===== config.mk =====
export PLATFORM = sky130hd
export DESIGN_NAME = multiword_add_seq
export DESIGN_NICKNAME = d
export VERILOG_FILES = /design/src/rtl/multiword_add_seq.sv
export SDC_FILE = /design/constraint.sdc
export NUM_CORES = 1
export LEC_CHECK = 0
export ABC_AREA = 1
export CAP_MARGIN = 20
export CORE_ASPECT_RATIO = 1.2
export CORE_MARGIN = 4
export CORE_UTILIZATION = 52
export DETAILED_ROUTE_END_ITERATION = 16
export PLACE_DENSITY_LB_ADDON = 0.08
export SLEW_MARGIN = 20
export SYNTH_ARGS = -nofsm -noshare
export SYNTH_HDL_FRONTEND = slang
export SYNTH_SLANG_ARGS = --single-unit

===== constraint.sdc =====
create_clock -name clk -period 20.7 [get_ports clk]
set_input_delay 4.14 -clock clk [delete_from_list [all_inputs] [get_ports clk]]
set_output_delay 4.14 -clock clk [all_outputs]
set_load 0.05 [all_outputs]

===== src/rtl/multiword_add_seq.sv =====
// multiword_add_seq: adds two WORDS x 16-bit operands with one shared 16-bit adder.
// Each pass adds one 16-bit slice, least-significant word first. The carry from
// each pass is registered and fed into the next pass. The adder sits outside this
// block and is driven through add_x/add_y/add_cin; its result comes back through
// add_sum/add_cout in the same cycle.

module multiword_add_seq #(
    parameter int WORDS = 4
) (
    input  logic                  clk,
    input  logic                  rst,
    input  logic                  start,
    input  logic [16*WORDS-1:0]   a,
    input  logic [16*WORDS-1:0]   b,
    input  logic                  cin,
    output logic                  ready,
    output logic                  busy,
    output logic                  done,
    output logic [16*WORDS-1:0]   sum,
    output logic                  cout,
    output logic [15:0]           add_x,
    output logic [15:0]           add_y,
    output logic                  add_cin,
    input  logic [15:0]           add_sum,
    input  logic                  add_cout
);

    localparam int IDXW = (WORDS > 1) ? $clog2(WORDS) : 1;
    localparam int OFFW = $clog2(16 * WORDS);

    localparam logic [IDXW-1:0] LAST_IDX = IDXW'(WORDS - 1);

    localparam logic [1:0] ST_IDLE = 2'd0;
    localparam logic [1:0] ST_RUN  = 2'd1;
    localparam logic [1:0] ST_DONE = 2'd2;

    logic [1:0]            state;
    logic [IDXW-1:0]       idx;
    logic                  carry;
    logic [16*WORDS-1:0]   a_q;
    logic [16*WORDS-1:0]   b_q;
    logic [OFFW-1:0]       off;

    // The current word index scaled to a bit offset; WORDS=1 drops the unused top bit.
    assign off = OFFW'({idx, 4'b0000});

    // Handshake flags come straight from the registered state, so they never glitch.
    assign ready = (state != ST_RUN);
    assign busy  = (state == ST_RUN);
    assign done  = (state == ST_DONE);

    // Present the current slice to the external adder only while running; idle otherwise.
    always_comb begin
        add_x   = 16'h0000;
        add_y   = 16'h0000;
        add_cin = 1'b0;
        if (state == ST_RUN) begin
            add_x   = a_q[off +: 16];
            add_y   = b_q[off +: 16];
            add_cin = carry;
        end
    end

    // Sequencer: capture operands on accept, store one result word per RUN cycle,
    // latch the final carry on the last word, and allow back-to-back starts from DONE.
    always_ff @(posedge clk or posedge rst) begin
        if (rst) begin
            state <= ST_IDLE;
            idx   <= '0;
            carry <= 1'b0;
            a_q   <= '0;
            b_q   <= '0;
            sum   <= '0;
            cout  <= 1'b0;
        end else begin
            case (state)
                ST_IDLE, ST_DONE: begin
                    if (start) begin
                        a_q   <= a;
                        b_q   <= b;
                        carry <= cin;
                        idx   <= '0;
                        sum   <= '0;
                        state <= ST_RUN;
                    end else begin
                        state <= ST_IDLE;
                    end
                end
                ST_RUN: begin
                    sum[off +: 16] <= add_sum;
                    carry          <= add_cout;
                    if (idx == LAST_IDX) begin
                        cout  <= add_cout;
                        idx   <= '0;
                        state <= ST_DONE;
                    end else begin
                        idx <= idx + 1'b1;
                    end
                end
                default: begin
                    state <= ST_IDLE;
                end
            endcase
        end
    end

endmodule


==> out/qor.txt <==
IO Port Bufs = 249
Iter 0 DRT Violations = 775
CP Data Required Time = 16560 ps
Placed Area = 0.0115 mm2
Critical Path AT = 2850 ps
FF-to-FF End = sum[11]$_DFFE_PP0P_
clock root buffer master = clkbuf_16
Clock Skew = 9.33 ps
Slowest Stage Delay on Critical Path = 800 ps
Power Density = 170 mW/mm2
crit start category = flop
Seq cells post-synth = 198
R2R Setup Slk = 18240 ps
Die ar. = 0.0195 mm2
post-CTS setup buffer count = 0
CP max-delay cell = buf_4
sequential group share of total power = 29.1%
CORE AREA = 0.0169 mm2
Mapped Cells = 1113
WHS Path Cells = 1
cell family with most CP delay = buffers and inverters
adder-cell share of the synthesized area = 0.835%
H-tree levels = 4
crit path kind = flop to output port
Hold Slack = 508 ps
Post-Place Setup Slack = 14190 ps
cts repair resizes = 0
slew margin rel. = 25.5%
WHS Endpoint = cout$_DFFE_PP0P_
period utilization = 33.8%
antenna violations before repair = 3
Setup TNS Final = 0 ps
post-synthesis cell type count = 20
Seq/Total Area, Yosys = 55.1%
Hold Startpoint = cout$_DFFE_PP0P_
Post-Synth XOR/XNOR Area = 0%
Yosys Warn Count = 0
Hold Path Class = flop to flop
Routed Antenna Nets = 0
Post-route DRC = 0
maximum VDD drop = 0.0000930 V
Final setup viols = 0
total vias in the final route = 7987
Total GRT Usage = 26.8%
Design Power = 2.05 mW
P_sw = 0.985 mW
Remaining Overflow, GRT = 0
status = finished, final reports clean
simple-gate share of the synthesized area = 21.8%
multiplexer share of the synthesized area = 0%
commonest cells after routing, fill and taps aside = clkdlybuf4s50_1 (249), dfrtp_1 (197), nand2_1 (185)
max cap viols = 0
Final WS setup = 13710 ps
cell-internal power = 1.07 mW
Worst-Skew Late Latency = 430 ps
Avg Cell Area, Syn = 8.08 um2
first-pass GRT wire length = 41200 um
Max Freq = 0.143 GHz
pin count of the biggest net entering global routing = 221
num ports = 250
Longest Clk Path Bufs = 2
vias in the first global route = 7791
Sw Share = 48.1%
Layout area overhead = 34.5%
CTS hold repair buffers = 0
gp weighted congestion = 0.910
most common cell after layout, fill and taps aside = clkdlybuf4s50_1
Final min period = 6990 ps
RSZ-0062 raised after global routing = false
CP max FO = 84
final wirelength = 26100 um
clock sink count = 198
Least-Margin Pin Slew = 1120 ps
die width = 128 um
post-route cell area = 0.0121 mm2
Final Net Count = 1470
Final Slew Violations = 0
drt first pass iters = 7
post-synth net total = 1268
register clock-pin slew on the reported worst setup and hold paths = 70 ps
reg2reg path depth = 5
DR vias/cell = 5.17
die height = 152 um
Compound-Gate Fraction of Synth Area = 11.9%
largest family of logic cells by synthesized area = simple AND/OR/NAND/NOR gates
cts bufs inserted = 17
cell chain of the critical path = buf_4, nand2_1, nand3_1, a21oi_1, clkdlybuf4s50_1
row cnt = 52
Clk pwr share = 16.4%
hpwl dp = 17600 um
Final Hold Vio Count = 0
CTS tree = yes
post-DR wirelength/cell = 16.9 um
share of cells above drive strength 1 = 3.39%
Critical Path End Type = output port
Synth Cell Area = 0.00899 mm2
starting density of the core = 53.2%
Comb pwr share = 54.5%
leakage power = 5.85 nW
Crit path buffers/inverters = 2
worst r2r src = idx[1]$_DFFE_PP0P_
how the worst max path moves through the flow:
stage | start | end | slack [ps] | depth (start not counted)
2_1_floorplan | rst | a_q[0]$_DFFE_PP0P_ | 11160 | 1
3_3_place_gp | idx[0]$_DFFE_PP0P_ | add_y[12] | 14020 | 5
3_5_place_dp | start | b_q[3]$_DFFE_PP0P_ | 14190 | 5
4_1_cts | idx[0]$_DFFE_PP0P_ | add_y[14] | 13760 | 5
5_1_grt | idx[0]$_DFFE_PP0P_ | add_y[14] | 13620 | 5
6_report | idx[0]$_DFFE_PP0P_ | add_y[14] | 13710 | 5
logic make-up (layout without fill, tap and decap cells):
logic type                 after synthesis  in the layout
and+or+nand+nor                        470            470
buffers and inverters                  226            441
AOI/OAI and AO/OA                      213            213
DFF                                    198            198
adders and majority gates                6              6
other                                    0              2
registers in the layout, summed over array words and instances (netlist names):
name / flops
a_q: 64
b_q: 64
sum: 64
idx: 2
state: 2
carry: 1
cout: 1
power groups by stage:
stage | Clock (mW) | Sequential (mW) | Combinational (mW)
2_1_floorplan | 0 | 0.715 | 0.656
3_3_place_gp | 0 | 0.596 | 1.10
3_5_place_dp | 0 | 0.603 | 1.12
4_1_cts | 0.341 | 0.597 | 1.12
5_1_grt | 0.361 | 0.612 | 1.20
6_report | 0.337 | 0.597 | 1.12
stage by stage:
stage	utilization, %	instances
final	71.5	1546
after global routing	71.5	1546
after CTS	71.4	1544
after detailed placement	67.9	1512
after global placement	67.8	1511
after floorplan	-	1113
synth_stat cells:
master,number,area [um2]
a21oi_1,160,801
buf_1,6,22.5
buf_2,37,185
buf_4,11,82.6
clkbuf_1,18,67.6
clkinv_1,1,3.75
dfrtp_1,198,4950
ha_1,6,75.1
inv_1,151,567
inv_2,2,7.51
nand2_1,186,698
nand2_2,1,6.26
nand3_1,133,666
nor2_1,148,556
nor2_4,1,11.3
nor2_8,1,20.0
o21a_1,1,7.51
o21ai_0,29,145
o21ai_1,22,110
o22ai_1,1,6.26
final cells by class:
class	instances	area [um2]
Antenna cell	2	5.00
Clock buffer	18	429
Clock inverter	14	163
Fill cell	1400	4830
Inverter	154	588
Multi-Input combinational cell	689	3110
Sequential cell	198	4960
Tap cell	216	270
Timing Repair Buffer	255	2570
per-layer routing:
layer | up-vias | routed length (um) | GRT usage [%] | share of wire, %
met2 | 293 | 12600 | 42.1 | 48
met3 | 46 | 2240 | 8.04 | 8.6
met1 | 3741 | 10500 | 35.5 | 40
met5 | - | 8 | 0 | 0.031
met4 | 2 | 769 | 9.10 | 2.9
li1 | 3905 | - | - | -
Power figures use the tool's default switching activity.
